$ cat src/rtl/fp_pkg.sv
// Shared types and constants for the single-precision operand unpacker.
// Class codes are visible on the output ports, so their encodings are fixed.
package fp_pkg;

   typedef enum logic [2:0] {
      CLS_ZERO = 3'd0,
      CLS_SUB  = 3'd1,
      CLS_NORM = 3'd2,
      CLS_INF  = 3'd3,
      CLS_QNAN = 3'd4,
      CLS_SNAN = 3'd5
   } fp_class_t;

   typedef enum logic [1:0] {
      ST_IDLE   = 2'd0,
      ST_NORM_A = 2'd1,
      ST_NORM_B = 2'd2,
      ST_HOLD   = 2'd3
   } state_t;

   localparam int EXP_BIAS = 127;
   localparam int EXP_MAX  = 255;
   localparam int FRAC_W   = 23;
   localparam int MAN_W    = 24;

   function automatic fp_class_t classify(input logic [31:0] op);
      logic [7:0]        e;
      logic [FRAC_W-1:0] f;
      e = op[30:23];
      f = op[FRAC_W-1:0];
      if (e == 8'd0)
         classify = (f == '0) ? CLS_ZERO : CLS_SUB;
      else if (e != 8'(EXP_MAX))
         classify = CLS_NORM;
      else if (f == '0)
         classify = CLS_INF;
      else
         classify = f[FRAC_W-1] ? CLS_QNAN : CLS_SNAN;
   endfunction

endpackage

$ cat src/rtl/fp_unpack_lane.sv
// One operand lane: decodes on load, then left-shifts a subnormal mantissa
// one bit per step while decrementing the exponent.
module fp_unpack_lane
   import fp_pkg::*;
#(
   parameter int EXP_W = 10
) (
   input  logic                clk,
   input  logic                arst,
   input  logic                load_i,
   input  logic                step_i,
   input  logic [31:0]         op_i,
   output logic                in_is_sub_o,
   output logic                sign_o,
   output logic [EXP_W-1:0]    exp_o,
   output logic [MAN_W-1:0]    man_o,
   output fp_class_t           cls_o,
   output logic                norm_done_o
);

   fp_class_t         cls_in;
   logic              sign_q, sign_d;
   logic [EXP_W-1:0]  exp_q, exp_d;
   logic [MAN_W-1:0]  man_q, man_d;
   fp_class_t         cls_q, cls_d;

   assign cls_in      = classify(op_i);
   assign in_is_sub_o = (cls_in == CLS_SUB);

   always_comb begin
      sign_d = sign_q;
      exp_d  = exp_q;
      man_d  = man_q;
      cls_d  = cls_q;
      if (load_i) begin
         sign_d = op_i[31];
         cls_d  = cls_in;
         case (cls_in)
            CLS_ZERO: begin
               man_d = '0;
               exp_d = '0;
            end
            CLS_SUB: begin
               // Subnormals start from the minimum normal exponent, then get shifted.
               man_d = {1'b0, op_i[FRAC_W-1:0]};
               exp_d = EXP_W'(1);
            end
            CLS_NORM: begin
               man_d = {1'b1, op_i[FRAC_W-1:0]};
               exp_d = EXP_W'(op_i[30:23]);
            end
            default: begin
               man_d = {1'b0, op_i[FRAC_W-1:0]};
               exp_d = EXP_W'(EXP_MAX);
            end
         endcase
      end else if (step_i) begin
         man_d = {man_q[MAN_W-2:0], 1'b0};
         exp_d = exp_q - EXP_W'(1);
      end
   end

   always_ff @(posedge clk or posedge arst) begin
      if (arst) begin
         sign_q <= 1'b0;
         exp_q  <= '0;
         man_q  <= '0;
         cls_q  <= CLS_ZERO;
      end else begin
         sign_q <= sign_d;
         exp_q  <= exp_d;
         man_q  <= man_d;
         cls_q  <= cls_d;
      end
   end

   assign sign_o      = sign_q;
   assign exp_o       = exp_q;
   assign man_o       = man_q;
   assign cls_o       = cls_q;
   assign norm_done_o = man_q[MAN_W-2];

endmodule

$ cat src/rtl/fp_unpacker.sv
// Operand unpacker for the multiply/divide datapath: handshake, sequencing FSM
// and two decode lanes. Subnormals are normalized a before b, one bit per cycle.
module fp_unpacker
   import fp_pkg::*;
#(
   parameter int EXP_W = 10
) (
   input  logic              clk,
   input  logic              arst,
   input  logic              en,
   input  logic              in_valid,
   output logic              in_ready,
   input  logic [31:0]       op_a,
   input  logic [31:0]       op_b,
   input  logic              sel,
   output logic              out_valid,
   input  logic              out_ready,
   output logic              sign_a,
   output logic              sign_b,
   output logic [EXP_W-1:0]  exp_a,
   output logic [EXP_W-1:0]  exp_b,
   output logic [MAN_W-1:0]  man_a,
   output logic [MAN_W-1:0]  man_b,
   output logic [2:0]        class_a,
   output logic [2:0]        class_b,
   output logic              sel_out
);

   state_t    state_q;
   logic      out_valid_q;
   logic      sel_q;
   logic      accept;
   logic      in_sub_a, in_sub_b;
   logic      done_a, done_b;
   fp_class_t cls_a, cls_b;

   assign in_ready = (state_q == ST_IDLE) & en;
   assign accept   = in_valid & in_ready;

   fp_unpack_lane #(.EXP_W(EXP_W)) u_lane_a (
      .clk         (clk),
      .arst        (arst),
      .load_i      (accept),
      .step_i      (en & (state_q == ST_NORM_A)),
      .op_i        (op_a),
      .in_is_sub_o (in_sub_a),
      .sign_o      (sign_a),
      .exp_o       (exp_a),
      .man_o       (man_a),
      .cls_o       (cls_a),
      .norm_done_o (done_a)
   );

   fp_unpack_lane #(.EXP_W(EXP_W)) u_lane_b (
      .clk         (clk),
      .arst        (arst),
      .load_i      (accept),
      .step_i      (en & (state_q == ST_NORM_B)),
      .op_i        (op_b),
      .in_is_sub_o (in_sub_b),
      .sign_o      (sign_b),
      .exp_o       (exp_b),
      .man_o       (man_b),
      .cls_o       (cls_b),
      .norm_done_o (done_b)
   );

   always_ff @(posedge clk or posedge arst) begin
      if (arst) begin
         state_q     <= ST_IDLE;
         out_valid_q <= 1'b0;
         sel_q       <= 1'b0;
      end else if (en) begin
         case (state_q)
            ST_IDLE: begin
               if (in_valid) begin
                  sel_q <= sel;
                  if (in_sub_a) begin
                     state_q <= ST_NORM_A;
                  end else if (in_sub_b) begin
                     state_q <= ST_NORM_B;
                  end else begin
                     state_q     <= ST_HOLD;
                     out_valid_q <= 1'b1;
                  end
               end
            end
            ST_NORM_A: begin
               // done reflects the pre-shift bit 22, so this is the last shift.
               if (done_a) begin
                  if (cls_b == CLS_SUB) begin
                     state_q <= ST_NORM_B;
                  end else begin
                     state_q     <= ST_HOLD;
                     out_valid_q <= 1'b1;
                  end
               end
            end
            ST_NORM_B: begin
               if (done_b) begin
                  state_q     <= ST_HOLD;
                  out_valid_q <= 1'b1;
               end
            end
            ST_HOLD: begin
               if (out_ready) begin
                  state_q     <= ST_IDLE;
                  out_valid_q <= 1'b0;
               end
            end
            default: begin
               state_q     <= ST_IDLE;
               out_valid_q <= 1'b0;
            end
         endcase
      end
   end

   assign out_valid = out_valid_q;
   assign sel_out   = sel_q;
   assign class_a   = cls_a;
   assign class_b   = cls_b;

endmodule

$ cat config.mk
export PLATFORM = sky130hd
export DESIGN_NAME = fp_unpacker
export DESIGN_NICKNAME = d
export VERILOG_FILES = /design/src/rtl/fp_pkg.sv /design/src/rtl/fp_unpack_lane.sv /design/src/rtl/fp_unpacker.sv
export SDC_FILE = /design/constraint.sdc
export NUM_CORES = 1
export LEC_CHECK = 0
export CAP_MARGIN = 30
export CORE_UTILIZATION = 34
export CTS_CLUSTER_DIAMETER = 50
export DETAILED_ROUTE_END_ITERATION = 6
export GPL_TIMING_DRIVEN = 0
export PLACE_DENSITY = 0.72
export SLEW_MARGIN = 10
export SYNTH_ARGS = -nofsm -noshare
export SYNTH_HDL_FRONTEND = slang
export SYNTH_SLANG_ARGS = --single-unit
$ cat constraint.sdc
create_clock -name clk -period 2.36 [get_ports clk]
set_input_delay 0.354 -clock clk [delete_from_list [all_inputs] [get_ports clk]]
set_output_delay 0.354 -clock clk [all_outputs]
set_load 0.02 [all_outputs]
== Yosys cells after proc, flatten, opt, wreduce, memory -nomap -nowiden ==
Index checks and enable logic that the tools add are counted.

* Bits in registers: 80
* Input port bits: 70
* Output and inout bits: 79
* Logic and storage cells: 84

* $add $sub $neg: 2
* Eq/ne operators: 17
* Multiplexer cells: 38
* Bitwise gates (word level): 4
* Reduce and logical (&&, ||, !) cells: 12

{| class="wikitable"
|+ Operators by type and width
! operator !! count
|-
| 24-bit 2-to-1 mux || 4
|-
| 24-bit one-hot mux with 2 select lines || 2
|-
| 8-bit one-hot mux with 3 select lines || 2
|-
| 23-bit zero test || 2
|-
| 10-bit 2-to-1 mux || 4
|-
| 10-bit by 1-bit subtractor with 10-bit output, second input constant || 2
|-
| 3-bit 2-to-1 mux || 6
|-
| 8-bit zero test || 2
|-
| 8-bit != test, second input constant || 2
|-
| 1-bit 2-to-1 mux || 13
|-
| 2-bit 2-to-1 mux || 5
|-
| 2-bit != test, second input constant || 5
|-
| 3-bit by 1-bit == test with 1-bit output, second input constant || 3
|-
| 2-bit one-hot mux with 4 select lines || 1
|-
| 8-bit AND reduction || 1
|-
| 3-bit by 2-bit == test with 1-bit output, second input constant || 2
|-
| 3-bit zero test || 2
|-
| 5-bit AND reduction || 1
|-
| 1-bit AND || 4
|-
| 2-bit == test, second input constant || 2
|-
| 2-bit by 1-bit != test with 1-bit output, second input constant || 2
|-
| 1-bit one-hot mux with 4 select lines || 1
|-
| 2-bit nonzero test || 2
|-
| 3-bit AND reduction || 1
|-
| other kinds (2) || 2
|}

== Longest topological paths before layout ==
Gate-level depths: netlist of the first run.

* Depth in word-level cells: 9
* Mapped depth: 9
* Mapped depth without buffers: 7

== Hierarchy ==
From an unflattened synthesis of the first run, not the netlist that was laid out.

* Cell total of the unflattened synthesis: 423
* Area, all modules: 4145.2 µm²

{| class="wikitable"
|+ Modules (own cells, without submodules)
! module !! times used !! cells each !! area an instance (µm²) !! seq. area each (µm²)
|-
| fp_unpack_lane || 2 || 192 || 1885.6 || 950.9
|-
| fp_unpacker || 1 || 39 || 374.1 || 100.1
|}

== Worst setup path after synthesis of the first run ==
Ideal clock, no wire load.

* Path type: reg2reg
* Start point: register state_q[0]
* End point: register u_lane_b.man_q[10] (netlist: u_lane_b.man_o[10])
* Library setup time: 0.077 ns
* Arrival time: 1.860 ns
* Data required time: 2.283 ns
* Path slack: 0.423 ns
* Stages on the path, launching flop included: 10
* Buffers on the path: 2
* Period minus slack after synthesis: 1.937 ns
* Cell sequence: dfrtp_1 inv_1 ha_1 buf_2 and2_1 nand2_1 a31oi_2 buf_2 nand2_1 a21oi_1

* Cells in the longest elaborated chain, start to end: 4
* Elaborated cells on any way between the ends: 7
* Those cells by class: eq/ne: 1; mux: 1; bitwise: 3; reduce/logical: 2

{| class="wikitable"
|+ RTL lines
! element !! line !! text
|-
| start: declaration || fp_unpacker.sv:29 || <nowiki>state_t state_q;</nowiki>
|-
| start signal: assignment || fp_unpacker.sv:70 || <nowiki>state_q <= ST_IDLE;</nowiki>
|-
| start signal: assignment || fp_unpacker.sv:79 || <nowiki>state_q <= ST_NORM_A;</nowiki>
|-
| start signal: assignment || fp_unpacker.sv:81 || <nowiki>state_q <= ST_NORM_B;</nowiki>
|-
| 2-bit zero test (*) || fp_unpacker.sv:37 || <nowiki>assign in_ready = (state_q == ST_IDLE) & en;</nowiki>
|-
| 1-bit AND (*) || fp_unpacker.sv:37 ||
|-
| via in_ready || fp_unpacker.sv:12 || <nowiki>output logic in_ready,</nowiki>
|-
| 1-bit AND (*) || fp_unpacker.sv:38 || <nowiki>assign accept = in_valid & in_ready;</nowiki>
|-
| 24-bit 2-to-1 mux / 2-bit nonzero test (equally long branches) || -- ||
|-
| end signal: assignment || fp_unpack_lane.sv:72 || <nowiki>man_q <= man_d;</nowiki>
|-
| end: declaration || fp_unpack_lane.sv:24 || <nowiki>logic [MAN_W-1:0] man_q, man_d;</nowiki>
|}

Mark *: on every way through the listed nets, which the timed path passes. The rest lies on a longest branch.
A chain may end at the register's enable or synchronous reset.

== Final worst setup path of the first run ==
* Start point: register state_q[0]
* End point: register u_lane_a.man_q[6] (netlist: u_lane_a.man_o[6])

* Cells in the longest elaborated chain, start to end: 4
* Elaborated cells on any way between the ends: 7
* Those cells by class: eq/ne: 1; mux: 1; bitwise: 3; reduce/logical: 2

{| class="wikitable"
|+ RTL lines
! element !! line
|-
| 2-bit zero test || fp_unpacker.sv:37
|-
| 1-bit AND || fp_unpacker.sv:37
|-
| 1-bit AND || fp_unpacker.sv:38
|-
| 24-bit 2-to-1 mux / 2-bit nonzero test (equally long branches) || --
|-
| end signal: assignment || fp_unpack_lane.sv:72
|-
| end: declaration || fp_unpack_lane.sv:24
|}

Parallel ways exist; a longest one is shown, timed or not.

==> flow_metrics.env, run 1 <==
export IMPL_outcome="finished, violations left"
export IMPL_violations="design-rule violations"
export IMPL_synth_edf_count=0
export IMPL_finalHoldViolCount=0
export IMPL_crit_arrival_ns=2.45
export IMPL_via_per_inst=5.41
export IMPL_yosysTopAreaCell="dfrtp_1"
export IMPL_post_route_drc_count=12
export IMPL_finalWorstPathRequiredPeriod_ns=2.20
export IMPL_grt_pass1_vias=3969
export IMPL_place_congestion=0.842
export IMPL_place_area_mm2=0.00579
export IMPL_syn_nets=506
export IMPL_preCtsSetupSlack_ns=-0.0120
export IMPL_start_kind="flip-flop"
export IMPL_fin_worst_skew_ns=0.00659
export IMPL_slew_headroom_pct=50.5
export IMPL_cp_max_fo=10
export IMPL_grt_max_degree=36
export IMPL_hold_class="input pin to async pin"
export IMPL_yosys_warnings=0
export IMPL_drt_iter0_markers=253
export IMPL_antenna_found_initial=0
export IMPL_async_flop_share_pct=100
export IMPL_p_total_uw=8020
export IMPL_drive_above_1_share_pct=6.90
export IMPL_crit_top_cell="buf_2"
export IMPL_nNetsFinal=666
export IMPL_coreArea_mm2=0.0116
export IMPL_p_per_area_mw_per_mm2=1310
export IMPL_drv_cap=0
export IMPL_port_buffers=147
export IMPL_cp_required_ns=2.60
export IMPL_synth_area_leaders="dfrtp_1 49%, mux2i_1 6.4%, nand2_1 5.6%"
export IMPL_slowest_stage="dfrtp_1"
export IMPL_slowest_delay_ns=0.42
export IMPL_design_area_mm2=0.00614
export IMPL_critPathCaptureType="flip-flop"
export IMPL_netlist_area_mm2=0.00409
export IMPL_die_h_um=112
export IMPL_synth_top_cell_area_share_pct=48.9
export IMPL_dr_pass1_iters=6
export IMPL_antenna_cells=0
export IMPL_die_area_mm2=0.0125
export IMPL_start_util_pct=35.4
export IMPL_path_cells="inv_1 -> ha_1 -> buf_2 -> and2_1 -> nand2_1 -> a21oi_1 -> buf_2 -> o2bb2ai_1"
export IMPL_grt_first_pass_wirelength_um=20500
export IMPL_fmax_mhz=454
export IMPL_rsz0062_at_grt="false"
export IMPL_final_util_pct=53.1
export IMPL_fin_ws_ns=0.157
export IMPL_ys_flop_type="dfrtp_1"
export IMPL_ios=149
export IMPL_clock_sinks=80
export IMPL_setup_violations_final=0
export IMPL_synth_avg_cell_area_um2=9.52
export IMPL_finalWirelength_um=12800
export IMPL_cts_clk_slew_worst_paths_ns=0.06
export IMPL_ys_ff_latch=80
export IMPL_track_usage_pct=20.9
export IMPL_dpl_hpwl_um=9590
export IMPL_cts_tree="built"
export IMPL_rows=39
export IMPL_finalMaxSlewViolations=0
export IMPL_cts_root_buf="clkbuf_16"
export IMPL_worst_setup_path_type="flip-flop to flip-flop"
export IMPL_synthCells=430
export IMPL_cts_buffer_depth=2
export IMPL_vdd_ir_drop_max_v=0.000670
export IMPL_fillerInstances=1061
export IMPL_die_w_um=112
export IMPL_overflow=0
export IMPL_ys_types=48
export IMPL_tightest_slew_ns=0.743
export IMPL_ys_seq_area_share_pct=48.9
export IMPL_area_growth_pct=50.0
export IMPL_avgRoutedWirePerCell_um=17.3
export IMPL_ant_nets=0
export IMPL_final_min_period_over_clock_period_pct=93.4
export IMPL_cts_buffers=9
export IMPL_clk_latency_ns=0.33
export IMPL_leakagePower_uw=0.00257
export IMPL_num_vias=3986
export IMPL_ctsHoldBuffers=0
export IMPL_htreeDepth=3
[final cells by class]
class	instances	area [µm²]	area share, %
timing repair buffer	149	1510	24.7
sequential	80	2000	32.6
clock inverter	5	106	1.73
tap	143	179	2.91
buffer	27	131	2.14
inverter	10	41.3	0.673
multi-input combinational	313	1940	31.5
clock buffer	10	229	3.73
[through the flow]
| step | hold slack [ns] | TNS [ns] | cells |
|---|---|---|---|
| 3_5_place_dp | 0.473 | -0.0131 | 722 |
| 3_3_place_gp | 0.463 | 0 | 720 |
| 5_1_grt | 0.366 | 0 | 737 |
| 4_1_cts | 0.346 | 0 | 737 |
| 6_report | 0.347 | 0 | 737 |
| 2_1_floorplan | 0.459 | 0 | 430 |
[path summary, 6_finish.rpt]
kind | depth (start not counted) | endpoint | slack [ns] | startpoint
max | 8 | u_lane_a.man_o[6] | 0.16 | state_q[0]
min | 2 | u_lane_b.man_o[15] | 0.35 | arst
max reg2reg | 8 | u_lane_a.man_o[6] | 0.16 | state_q[0]
min reg2reg | 2 | u_lane_b.sign_o | 0.48 | u_lane_b.sign_o
max in group asynchronous | 4 | u_lane_a.man_o[8] | 1.27 | arst
min in group clk | 2 | u_lane_b.sign_o | 0.48 | u_lane_b.sign_o
[power breakdown]
| group | internal (µW) | total (µW) | switching, µW |
|---|---|---|---|
| sequential | 2000 | 2590 | 588 |
| clock | 1030 | 1580 | 551 |
| combinational | 1830 | 3850 | 2010 |
[cells in the mapped netlist, types with 8 or more instances]
library cell and count:
inv_1 10, nor4_1 12, nor3_1 8, xnor2_1 13, nor2_1 41, mux2i_1 26
clkbuf_1 17, a21oi_1 27, dfrtp_1 80, o21ai_0 39, nand2_1 61, o2bb2ai_1 22
[routing by layer]
layer | up-vias | wire length [µm] | global-route usage [%] | part of all wire, %
met5 | - | 0 | 0 | 0
met4 | 0 | 193 | 8.56 | 1.5
met3 | 16 | 1020 | 5.88 | 8.0
met2 | 168 | 6030 | 33.0 | 47
met1 | 1945 | 5520 | 26.9 | 43
li1 | 1857 | - | - | -
[sequential cells by signal, indices dropped and copies added, names as in the netlist]
signal	count
u_lane_a.man_o	24
u_lane_b.man_o	24
u_lane_a.exp_o	10
u_lane_b.exp_o	10
u_lane_a.cls_o	3
u_lane_b.cls_o	3
state_q	2
out_valid	1
sel_out	1
u_lane_a.sign_o	1
u_lane_b.sign_o	1
[critical path: cells and delay by family (launching register included)]
kind	cells	cell delay, ns
flip-flops	1	0.42
AND/OR/NAND/NOR	2	0.41
buffers and inverters	3	0.58
AO/OA/AOI/OAI	2	0.56
adder cells (fa/ha/maj)	1	0.14
[repair_timing]
item	4_1_cts	5_1_grt
buffers inserted	0	0
endpoints found under the setup margin	0	16
endpoints found under the hold margin	0	0
resized for setup	0	11
[cell families (layout without fill, tap and decap cells)]
kind of cell	Yosys count	in the layout	synth area share [%]
flip-flops	80	80	48.9
XOR/XNOR	17	17	3.64
buffers and inverters	37	201	4.00
adder cells (fa/ha/maj)	6	6	1.83
AO/OA/AOI/OAI	108	108	16.8
AND/OR/NAND/NOR	156	156	18.4
multiplexers	26	26	6.36
[placed cells by master, fill, tap and decap left out, types with 3 or more instances in the layout]
cell type and instances:
nand4_1 7, xor2_1 4, bufinv_16 3, nor3_1 8, nor2_1 41, a21oi_1 27, nand2_1 61, inv_1 9
clkbuf_16 9, or4_1 6, clkbuf_1 13, clkdlybuf4s50_1 146, xnor2_1 13, nor4_1 12, clkbuf_2 4, o2bb2ai_1 22
o21ai_0 39, o211ai_1 3, ha_1 6, buf_4 3, mux2i_1 26, o31ai_1 5, buf_2 5, nand3_1 3
dfrtp_1 80
Note: power is estimated with default switching activity, not from simulation.
==> run 2, diff against run 1 <==
clock period = 2 ns   (was 2.36 ns; I/O delays follow)
==> flow_metrics.env, run 2 (synthesis results as in run 1) <==
export IMPL_via_per_inst=5.40
export IMPL_outcome="finished, violations left"
export IMPL_grt_first_pass_wirelength_um=20500
export IMPL_overflow=0
export IMPL_die_area_mm2=0.0125
export IMPL_cp_max_fo=5
export IMPL_port_buffers=147
export IMPL_final_common_cell="clkdlybuf4s50_1"
export IMPL_setup_violations_final=0
export IMPL_num_vias=3979
export IMPL_p_per_area_mw_per_mm2=1540
export IMPL_area_growth_pct=51.4
export IMPL_finalHoldViolCount=0
export IMPL_finalMaxSlewViolations=0
export IMPL_avgRoutedWirePerCell_um=17.3
export IMPL_drive_above_1_share_pct=10.8
export IMPL_track_usage_pct=21.0
export IMPL_hold_class="input pin to async pin"
export IMPL_vdd_ir_drop_max_v=0.000788
export IMPL_most_common_layout_cells="146 x clkdlybuf4s50_1, 80 x dfrtp_1, 60 x nand2_1, 40 x nor2_1, 39 x o21ai_0"
export IMPL_finalWorstPathRequiredPeriod_ns=1.90
export IMPL_worst_setup_path_type="input pin to flip-flop"
export IMPL_cts_tree="built"
export IMPL_tightest_slew_ns=0.645
export IMPL_place_congestion=0.842
export IMPL_p_total_uw=9520
export IMPL_drt_iter0_markers=232
export IMPL_cts_root_buf="clkbuf_16"
export IMPL_finalWirelength_um=12800
export IMPL_coreArea_mm2=0.0116
export IMPL_start_kind="input pin"
export IMPL_dr_pass1_iters=7
export IMPL_rows=39
export IMPL_htreeDepth=3
export IMPL_die_h_um=112
export IMPL_grt_pass1_vias=3970
export IMPL_dpl_hpwl_um=9590
export IMPL_drv_cap=0
export IMPL_die_w_um=112
export IMPL_leakagePower_uw=0.00260
export IMPL_nNetsFinal=666
export IMPL_slew_headroom_pct=57.0
export IMPL_ant_nets=0
export IMPL_antenna_found_initial=0
export IMPL_clk_latency_ns=0.33
export IMPL_fin_worst_skew_ns=0.00662
export IMPL_seq_area_mm2=0.00200
export IMPL_grt_max_degree=36
export IMPL_ios=149
export IMPL_critPathCaptureType="flip-flop"
export IMPL_final_util_pct=53.6
export IMPL_violations="design-rule violations"
export IMPL_clock_sinks=80
export IMPL_multiInputGateArea_mm2=0.00198
export IMPL_cts_clk_slew_worst_paths_ns=0.06
export IMPL_crit_arrival_ns=2.13
export IMPL_final_min_period_over_clock_period_pct=95.2
export IMPL_fillerInstances=1051
export IMPL_rsz0062_at_grt="false"
export IMPL_start_util_pct=35.4
export IMPL_cp_required_ns=2.22
export IMPL_post_route_drc_count=12
export IMPL_cts_buffer_depth=2
export IMPL_cts_buffers=9
export IMPL_fmax_mhz=525
export IMPL_antenna_cells=0
[run 2: cell count changes in the layout (fill, tap and decap cells not counted), moves of 2 or more]
cell      change
clkbuf_1     -10
ha_2          +2
clkbuf_2     +12
ha_1          -2
buf_1         -2
[run 2: report_power, final]
| part | switching (µW) | internal, µW | total (µW) |
|---|---|---|---|
| Combinational | 2390 | 2200 | 4580 |
| Sequential | 701 | 2360 | 3060 |
| Clock | 653 | 1220 | 1870 |
| Total | 3740 | 5780 | 9520 |
[run 2: routing by layer]
layer  vias to the layer above  GRT usage, %  part of all wire, %
met3                        21          5.88                  8.1
met5                         -             0                    0
met1                      1938          26.9                   43
met4                         0          8.56                  1.8
li1                       1854             -                    -
met2                       166          33.3                   47
[run 2: cell type report]
cell class / instances / share of cell area [%]
Sequential cell: 80 / 32.3
Multi-Input combinational cell: 313 / 31.9
Timing Repair Buffer: 150 / 24.4
Clock buffer: 10 / 3.70
Tap cell: 143 / 2.89
Buffer: 26 / 2.38
Clock inverter: 5 / 1.72
Inverter: 10 / 0.667
[run 2: worst paths after layout]
check | start | endpoint | slack, ns | cells after the start
setup / recovery | op_b[28] | state_q[0] | 0.1 | 6
hold / removal | arst | u_lane_b.man_o[15] | 0.29 | 2
setup reg to reg | state_q[1] | u_lane_a.exp_o[9] | 0.13 | 7
hold reg to reg | u_lane_b.sign_o | u_lane_b.sign_o | 0.48 | 2
max in group asynchronous | arst | u_lane_a.man_o[8] | 0.97 | 4
min in group clk | en | state_q[1] | 0.39 | 3
[run 2: critical path: stages]
cell and delay (ns):
clkdlybuf4s50_1 0.44, or4_1 0.59, nor2_4 0.25, a21boi_2 0.27
a311oi_1 0.12, a21o_1 0.16
[run 2: metrics by stage]
stage | area (µm²) | setup slack (ns) | TNS, ns | instances | hold slack (ns)
finish | 6190 | 0.0964 | 0 | 737 | 0.292
global route | 6190 | 0.00135 | 0 | 737 | 0.312
CTS | 6140 | 0.00260 | 0 | 736 | 0.292
detailed placement | 5790 | -0.318 | -14.85 | 722 | 0.473
global placement | 5750 | -0.270 | -22.68 | 720 | 0.463
floorplan | 4100 | 0.0626 | 0 | 430 | 0.405
[run 2: timing repair]
item	CTS	global route
pin swaps	0	1
hold buffers	0	0
buffers inserted	0	1
resized for setup	13	26
endpoints found under the setup margin	76	64
